===== src/rtl/frame_scan_ctrl.sv =====
// frame_scan_ctrl: frame sequencer (VSYNC delay, per-line blanking, pixel-pair beats with backpressure); define BOTTOM_UP_EN to scan rows bottom-up
module frame_scan_ctrl #(
  parameter int WIDTH       = 768,
  parameter int HEIGHT      = 512,
  parameter int VSYNC_DELAY = 100,
  parameter int HSYNC_DELAY = 160
) (
  input  logic        HCLK,
  input  logic        HRESET,
  input  logic        start,
  input  logic        ready,
  output logic        VSYNC,
  output logic        HSYNC,
  output logic [15:0] row,
  output logic [15:0] col,
  output logic [31:0] pix_idx,
  output logic        busy,
  output logic        ctrl_done,
  output logic [7:0]  frame_cnt
);
  typedef enum logic [2:0] {S_IDLE, S_VSYNC, S_HSYNC, S_DATA, S_DONE} state_t;
  localparam logic [15:0] COL_LAST = 16'(WIDTH - 2);
`ifdef BOTTOM_UP_EN
  localparam logic [15:0] ROW_FIRST = 16'(HEIGHT - 1);
  localparam logic [15:0] ROW_LAST  = 16'd0;
  localparam logic [15:0] ROW_STEP  = 16'hFFFF;
  localparam logic [31:0] PIX_FIRST = 32'((HEIGHT - 1) * WIDTH);
  localparam logic [31:0] PIX_ROW   = 32'(2 - 2 * WIDTH);
`else
  localparam logic [15:0] ROW_FIRST = 16'd0;
  localparam logic [15:0] ROW_LAST  = 16'(HEIGHT - 1);
  localparam logic [15:0] ROW_STEP  = 16'd1;
  localparam logic [31:0] PIX_FIRST = 32'd0;
  localparam logic [31:0] PIX_ROW   = 32'd2;
`endif
  state_t      r_state;
  logic [31:0] r_cnt;
  logic        r_vsync;
  logic        r_hsync;
  logic [15:0] r_row;
  logic [15:0] r_col;
  logic [31:0] r_pix;
  logic        r_busy;
  logic        r_done;
  logic [7:0]  r_fcnt;
  assign VSYNC     = r_vsync;
  assign HSYNC     = r_hsync;
  assign row       = r_row;
  assign col       = r_col;
  assign pix_idx   = r_pix;
  assign busy      = r_busy;
  assign ctrl_done = r_done;
  assign frame_cnt = r_fcnt;
  // frame state machine with registered outputs; the delay counter restarts on every state entry
  always_ff @(posedge HCLK) begin
    if (HRESET) begin
      r_state <= S_IDLE;
      r_cnt   <= '0;
      r_vsync <= 1'b0;
      r_hsync <= 1'b0;
      r_row   <= '0;
      r_col   <= '0;
      r_pix   <= '0;
      r_busy  <= 1'b0;
      r_done  <= 1'b0;
      r_fcnt  <= '0;
    end else begin
      r_done <= 1'b0;
      case (r_state)
        S_IDLE: if (start) begin
          r_state <= S_VSYNC;
          r_cnt   <= '0;
          r_vsync <= 1'b1;
          r_busy  <= 1'b1;
          r_row   <= ROW_FIRST;
          r_col   <= '0;
          r_pix   <= PIX_FIRST;
        end
        S_VSYNC: if (r_cnt == 32'(VSYNC_DELAY - 1)) begin
          r_state <= S_HSYNC;
          r_cnt   <= '0;
          r_vsync <= 1'b0;
        end else r_cnt <= r_cnt + 32'd1;
        S_HSYNC: if (r_cnt == 32'(HSYNC_DELAY - 1)) begin
          r_state <= S_DATA;
          r_cnt   <= '0;
          r_hsync <= 1'b1;
        end else r_cnt <= r_cnt + 32'd1;
        S_DATA: if (ready) begin
          if (r_col == COL_LAST) begin
            r_hsync <= 1'b0;
            r_cnt   <= '0;
            r_col   <= '0;
            if (r_row == ROW_LAST) begin
              r_state <= S_DONE;
              r_done  <= 1'b1;
              r_fcnt  <= r_fcnt + 8'd1;
            end else begin
              r_state <= S_HSYNC;
              r_row   <= r_row + ROW_STEP;
              r_pix   <= r_pix + PIX_ROW;
            end
          end else begin
            r_col <= r_col + 16'd2;
            r_pix <= r_pix + 32'd2;
          end
        end
        S_DONE: begin
          r_state <= S_IDLE;
          r_busy  <= 1'b0;
        end
        default: r_state <= S_IDLE;
      endcase
    end
  end
endmodule


===== config.mk =====
export PLATFORM = sky130hd
export DESIGN_NAME = frame_scan_ctrl
export DESIGN_NICKNAME = d
export VERILOG_FILES = /design/src/rtl/frame_scan_ctrl.sv
export SDC_FILE = /design/constraint.sdc
export NUM_CORES = 1
export LEC_CHECK = 0
export BUFFER_PORTS_ARGS = -buffer_cell sky130_fd_sc_hd__buf_2
export CAP_MARGIN = 20
export CORE_AREA = 2 2 120 122
export DETAILED_ROUTE_END_ITERATION = 8
export DIE_AREA = 0 0 122 124
export SYNTH_ARGS = -nofsm -noshare
export SYNTH_HDL_FRONTEND = slang
export SYNTH_SLANG_ARGS = --single-unit
export TNS_END_PERCENT = 1

===== constraint.sdc =====
create_clock -name HCLK -period 3 [get_ports HCLK]
set_clock_uncertainty 0.2 [all_clocks]
set_input_delay 0.15 -clock HCLK [delete_from_list [all_inputs] [get_ports HCLK]]
set_output_delay 0.15 -clock HCLK [all_outputs]
set_load 0.01 [all_outputs]

==> results of run 1 <==
-- cells by family (layout without fill, tap and decap cells) --
kind of cell               Yosys count  in the layout  synth area share
AOI/OAI and AO/OA                  101            101             0.119
xor gates and xnor gates            59             59            0.0929
adders and majority gates            5              5            0.0112
buffers and inverters               50            125            0.0407
DFF                                109            109             0.392
muxes                                5              5           0.00922
other                                1              2          0.000674
and+or+nand+nor                    355            355             0.334
-- how the worst min path moves through the flow --
stage,start,slack [ns],cells after the start,end
6_report,start,0.01,5,VSYNC
5_1_grt,start,0.07,5,VSYNC
4_1_cts,start,0.002,5,VSYNC
3_5_place_dp,ready,0.27,2,r_state[1]
3_3_place_gp,frame_cnt[7],0.26,2,frame_cnt[7]
2_1_floorplan,ready,0.05,1,r_state[1]
-- flip-flops by register name, indices dropped and copies added, names as in the netlist --
name       cells
busy           1
frame_cnt      8
VSYNC          1
HSYNC          1
row           16
col           15
r_state        3
pix_idx       31
r_cnt         32
ctrl_done      1
-- cells in the final DEF (no fill, tap or decap), drive strengths merged, types with 2 or more instances in the layout --
cell type,n
and3,14
o21ai,17
mux2i,4
and2,6
xor2,20
nor3,25
a22o,6
and4,9
a21o,7
nand4,24
buf,96
a311o,2
xnor2,39
a2bb2oi,4
dfxtp,109
nor2,94
a41oi,3
conb,2
a311oi,2
nor2b,3
or4,7
a31oi,20
ha,5
nand2b,5
inv,14
o211ai,2
or4b,2
nand2,70
clkbuf,12
nand3b,2
or3,10
nand3,48
nor4,32
a21oi,29
-- routing by layer --
metal / share of wire / wire length [µm] / vias up / track usage
met4: 0.013 / 175 / 0 / 0.0761
met1: 0.49 / 6800 / 2445 / 0.263
met3: 0.061 / 850 / 11 / 0.0435
li1: - / - / 2602 / -
met2: 0.44 / 6150 / 145 / 0.289
met5: 0 / 0 / - / 0
-- area by class of cell --
| cell class | count | share of cell area |
|---|---|---|
| repair buffers | 97 | 0.0836 |
| clock buffers | 12 | 0.0383 |
| inverters | 12 | 0.00700 |
| flip-flops and latches | 109 | 0.339 |
| well taps | 180 | 0.0350 |
| multi-input cells | 527 | 0.492 |
| clock inverters | 4 | 0.00467 |
-- power groups by stage --
stage                     sequential (µW)  clock (µW)  combinational (µW)
after floorplan                      1490           0                 114
after global placement               1500           0                 159
after detailed placement             1500           0                 162
after CTS                            1460        1180                 164
after global routing                 1460        1240                 182
final                                1460        1150                 163
-- timing repair --
action,4_1_cts,5_1_grt
hold buffers,1,0
hold endpoints to repair,2,0
gates resized for setup,0,1
setup buffers,0,0
endpoints found under the setup margin,0,10
-- worst max-delay path, delay by kind of cell, from the launching register on --
kind | cells | cell delay, ns
adders and majority gates | 1 | 0.18
DFF | 1 | 0.38
and+or+nand+nor | 6 | 1.98
-- through the flow --
| step | util | worst slack, ns | std cells | total power, µW | hold slack [ns] |
|---|---|---|---|---|---|
| after floorplan | - | 0.387 | 686 | 1610 | 0.0479 |
| after global placement | 0.448 | 0.234 | 923 | 1660 | 0.262 |
| after detailed placement | 0.448 | 0.173 | 924 | 1660 | 0.270 |
| after CTS | 0.469 | 0.159 | 941 | 2810 | 0.00224 |
| after global routing | 0.469 | 0.00282 | 941 | 2890 | 0.0652 |
| final | 0.469 | 0.196 | 941 | 2780 | 0.0144 |
==> impl_metrics.env, run 1 <==
export IMPL_dpl_cell_area_mm2=0.00615
export IMPL_power_frac_comb=0.059
export IMPL_status="finished clean"
export IMPL_worstSetupPathType="reg2reg"
export IMPL_synth_common_cells="dfxtp_1 (109), nor2_1 (94), nand2_1 (70)"
export IMPL_critPathRequiredTime_ns=3.09
export IMPL_synth_seq_cells=109
export IMPL_drcViolationCount=0
export IMPL_slew_headroom=0.329
export IMPL_tightest_slew_ns=1.00
export IMPL_pwr_share_seq=0.527
export IMPL_setup_viol=0
export IMPL_syn_area_mm2=0.00556
export IMPL_ios=80
export IMPL_clockRootBuffer="clkbuf_16"
export IMPL_n_antenna_cell=0
export IMPL_cts_tree="yes"
export IMPL_clkSlewWorstSetupHoldPaths_ns=0.07
export IMPL_p_int_uw=2100
export IMPL_grt_max_degree=33
export IMPL_min_period_ns=2.80
export IMPL_drt_iter0_markers=352
export IMPL_regArea_mm2=0.00218
export IMPL_clkPwrFrac=0.415
export IMPL_synth_edf_count=0
export IMPL_worstPathArrival_ns=2.90
export IMPL_ant_nets=0
export IMPL_powerDensity_mw_per_mm2=432
export IMPL_hp_class="in2reg"
export IMPL_cts_made_buffers=9
export IMPL_endpoint="frame_cnt[7]"
export IMPL_fin_nets=765
export IMPL_reg2reg_depth=7
export IMPL_area_delta_synth_final_pct=15.7
export IMPL_grtUsageTotal=0.191
export IMPL_crit_chain="ha_1 > or4b_4 > nor4_4 > and4_1 > nand4_2 > or3_1 > nand2_1"
export IMPL_clockBufferDepth=2
export IMPL_maxClockFrequency_ghz=0.357
export IMPL_synth_area_leaders="dfxtp_1 (39%), nor2_1 (6.3%), xnor2_1 (6.1%), nand2_1 (4.7%), nand3_1 (4.3%)"
export IMPL_die_w_um=122
export IMPL_drv_slew=0
export IMPL_r2r_slack_ns=0.20
export IMPL_ys_seq_area_frac=0.392
export IMPL_firstDrtPassIters=7
export IMPL_vias=5203
export IMPL_avgSynthCellArea_um2=8.12
export IMPL_switching_share=0.245
export IMPL_clk_latency_ns=0.35
export IMPL_core_mm2=0.0137
export IMPL_wirelength_mm=14.0
export IMPL_crit_path_start="row[0]"
export IMPL_cp_end_kind="flip-flop"
export IMPL_via_per_inst=5.53
export IMPL_rsz0062_at_grt="no"
export IMPL_p_sw_uw=680
export IMPL_r2r_end="frame_cnt[7]"
export IMPL_max_stage_delay_ns=0.49
export IMPL_port_buffers=77
export IMPL_grt_ovfl_total=0
export IMPL_tns_ns=0
export IMPL_multi_input_area_mm2=0.00317
export IMPL_synth_most_common_cell="dfxtp_1"
export IMPL_fin_crit_sh=0.935
export IMPL_synth_area_leader_cell="dfxtp_1"
export IMPL_placementRows=43
export IMPL_fin_area_mm2=0.00644
export IMPL_grt_pass1_wl_mm=23.4
export IMPL_h_tree_depth=3
export IMPL_r2r_start="row[0]"
export IMPL_die_h_um=124
export IMPL_crit_fanout=9
export IMPL_cellLeakagePower_uw=0.00239
export IMPL_dieArea_mm2=0.0151
export IMPL_synth_cell_types=59
export IMPL_hold_viol_final=0
export IMPL_synth_top_area_share=0.392
export IMPL_detail_route_wl_per_cell_um=14.9
export IMPL_dp_hpwl_mm=9.82
export IMPL_drive_above_1_share=0.168
export IMPL_gp_congestion=0.879
export IMPL_synthCells=685
export IMPL_grt_antenna_before_repair=0
export IMPL_ys_warn_count=0
export IMPL_start_util=0.405
export IMPL_slowest_stage="nor4_4"
export IMPL_synth_ff_type="dfxtp_1"
export IMPL_peakVddDrop_v=0.000259
export IMPL_async_flop_share=0
export IMPL_fillers=1376
export IMPL_grt_pass1_vias=4726
export IMPL_cts_sinks=109
export IMPL_cp_start_kind="flip-flop"
export IMPL_maxCapViolCount=0
Power figures use the tool's default switching activity.
==> inputs of run 2 (changes only) <==
--- a/config.mk
+++ b/config.mk
@@ -10,6 +10,7 @@
 export CORE_AREA = 2 2 120 122
 export DETAILED_ROUTE_END_ITERATION = 8
 export DIE_AREA = 0 0 122 124
+export PLACE_DENSITY = 0.66
 export SYNTH_ARGS = -nofsm -noshare
 export SYNTH_HDL_FRONTEND = slang
 export SYNTH_SLANG_ARGS = --single-unit
==> run 2 against run 1 <==
- highest routed layer unchanged
- first-iteration DRC count rose by 24%
- final cell count fell by 0.11%
- largest power group unchanged
- routed wire length fell by 2.0%
- die area did not move
- design area rose by 0.14%
==> impl_metrics.env, run 2 (synthesis gave the netlist of run 1 again) <==
export IMPL_status="finished clean"
export IMPL_timing_hold_ws_ns=0.0118
export IMPL_maxClockFrequency_ghz=0.356
export IMPL_reg2reg_depth=7
export IMPL_r2r_start="row[0]"
export IMPL_grt_pass1_wl_mm=22.6
export IMPL_drcViolationCount=0
export IMPL_worstSetupPathType="reg2reg"
export IMPL_fin_crit_sh=0.936
export IMPL_hold_end="VSYNC"
export IMPL_largest_reg_flops=32
export IMPL_drv_slew=0
export IMPL_drive_above_1_share=0.168
export IMPL_dieArea_mm2=0.0151
export IMPL_grt_antenna_before_repair=0
export IMPL_top_register="r_cnt"
export IMPL_max_stage_delay_ns=0.50
export IMPL_dp_hpwl_mm=9.67
export IMPL_powerDensity_mw_per_mm2=435
export IMPL_cts_made_buffers=9
export IMPL_fin_util=0.470
export IMPL_grt_max_degree=27
export IMPL_maxCapViolCount=0
export IMPL_die_w_um=122
export IMPL_placementRows=43
export IMPL_cts_tree="yes"
export IMPL_rsz0062_at_grt="no"
export IMPL_slew_headroom=0.278
export IMPL_hp_class="in2reg"
export IMPL_detail_route_wl_per_cell_um=14.6
export IMPL_drt_iter0_markers=437
export IMPL_grtUsageTotal=0.184
export IMPL_cts_sinks=109
export IMPL_tns_ns=0
export IMPL_n_antenna_cell=0
export IMPL_grt_pass1_vias=4688
export IMPL_r2r_slack_ns=0.19
export IMPL_worstPathArrival_ns=2.92
export IMPL_hold_viol_final=0
export IMPL_grt_ovfl_total=0
export IMPL_area_delta_synth_final_pct=15.9
export IMPL_cp_start_kind="flip-flop"
export IMPL_critPathRequiredTime_ns=3.11
export IMPL_crit_fanout=9
export IMPL_crit_path_start="row[0]"
export IMPL_worstHoldStart="start"
export IMPL_start_util=0.405
export IMPL_die_h_um=124
export IMPL_setup_viol=0
export IMPL_clkSlewWorstSetupHoldPaths_ns=0.08
export IMPL_ios=80
export IMPL_tightest_slew_ns=1.08
export IMPL_r2r_end="frame_cnt[7]"
export IMPL_cpLargestDelayFamily="simple AND/OR/NAND/NOR gates"
export IMPL_fin_area_mm2=0.00644
export IMPL_cp_end_kind="flip-flop"
export IMPL_ant_nets=0
export IMPL_gp_congestion=0.786
export IMPL_vias=5253
export IMPL_min_period_ns=2.81
export IMPL_hold_depth=5
export IMPL_via_per_inst=5.59
export IMPL_peakVddDrop_v=0.000254
export IMPL_clockRootBuffer="clkbuf_16"
export IMPL_clk_latency_ns=0.36
export IMPL_cp_num_buf_inv=0
export IMPL_cellLeakagePower_uw=0.00239
export IMPL_dpl_cell_area_mm2=0.00613
export IMPL_dp_slack_ns=0.192
export IMPL_setup_ws_ns=0.192
export IMPL_core_mm2=0.0137
export IMPL_port_buffers=77
export IMPL_final_common_cell="dfxtp_1"
export IMPL_firstDrtPassIters=5
export IMPL_fin_nets=764
export IMPL_most_common_layout_cells="dfxtp_1 (109), nor2_1 (94), buf_2 (77), nand2_1 (70), nand3_1 (48)"
export IMPL_h_tree_depth=3
export IMPL_slowest_stage="and4_1"
export IMPL_crit_chain="ha_1 > or4b_4 > nor4_4 > and4_1 > nand4_2 > or3_1 > nand2_1"
export IMPL_wirelength_mm=13.7
export IMPL_clockBufferDepth=2
## run 2: tightest hold or removal path, delay by kind of cell
kind	cells	cell delay, ns
buffers and inverters	1	0.11
AO/OA/AOI/OAI	2	0.10
AND/OR/NAND/NOR	2	0.16
## run 2: repair_timing
action / CTS / global route
endpoints found under the hold margin: 8 / 0
hold buffers: 2 / 0
setup endpoints to repair: 0 / 3
gates resized for setup: 0 / 1
setup buffers: 0 / 0
## run 2: per-layer routing
layer / global-route usage / vias up / share of wire
li1: - / 2605 / -
met4: 0.0539 / 0 / 0.0097
met3: 0.0412 / 11 / 0.063
met1: 0.250 / 2471 / 0.48
met5: 0 / - / 0
met2: 0.294 / 166 / 0.45
## run 2: stage by stage
| step | power (µW) | cells |
|---|---|---|
| after global routing | 2910 | 940 |
| after detailed placement | 1660 | 922 |
| after floorplan | 1610 | 686 |
| after global placement | 1650 | 922 |
| after CTS | 2830 | 940 |
| final | 2800 | 940 |
## run 2: power breakdown
part           switching [µW]  internal, µW  total [µW]
clock network             576           600        1180
logic                     109          53.1         162
registers                9.73          1450        1460
total                     695          2110        2800
## run 2: cell type report
class	count	area (µm²)
Multi-Input combinational cell	527	3170
Fill cell	1356	7270
Clock buffer	10	239
Clock inverter	6	51.3
Inverter	12	45.0
Tap cell	180	225
Timing Repair Buffer	96	533
Sequential cell	109	2180
## run 2: how the worst max path moves through the flow
stage	depth (start not counted)	to	slack (ns)
final	7	frame_cnt[7]	0.19
after global routing	7	frame_cnt[7]	0.01
after CTS	7	pix_idx[28]	0.17
after detailed placement	7	pix_idx[25]	0.19
after global placement	7	pix_idx[26]	0.25
after floorplan	8	frame_cnt[7]	0.39
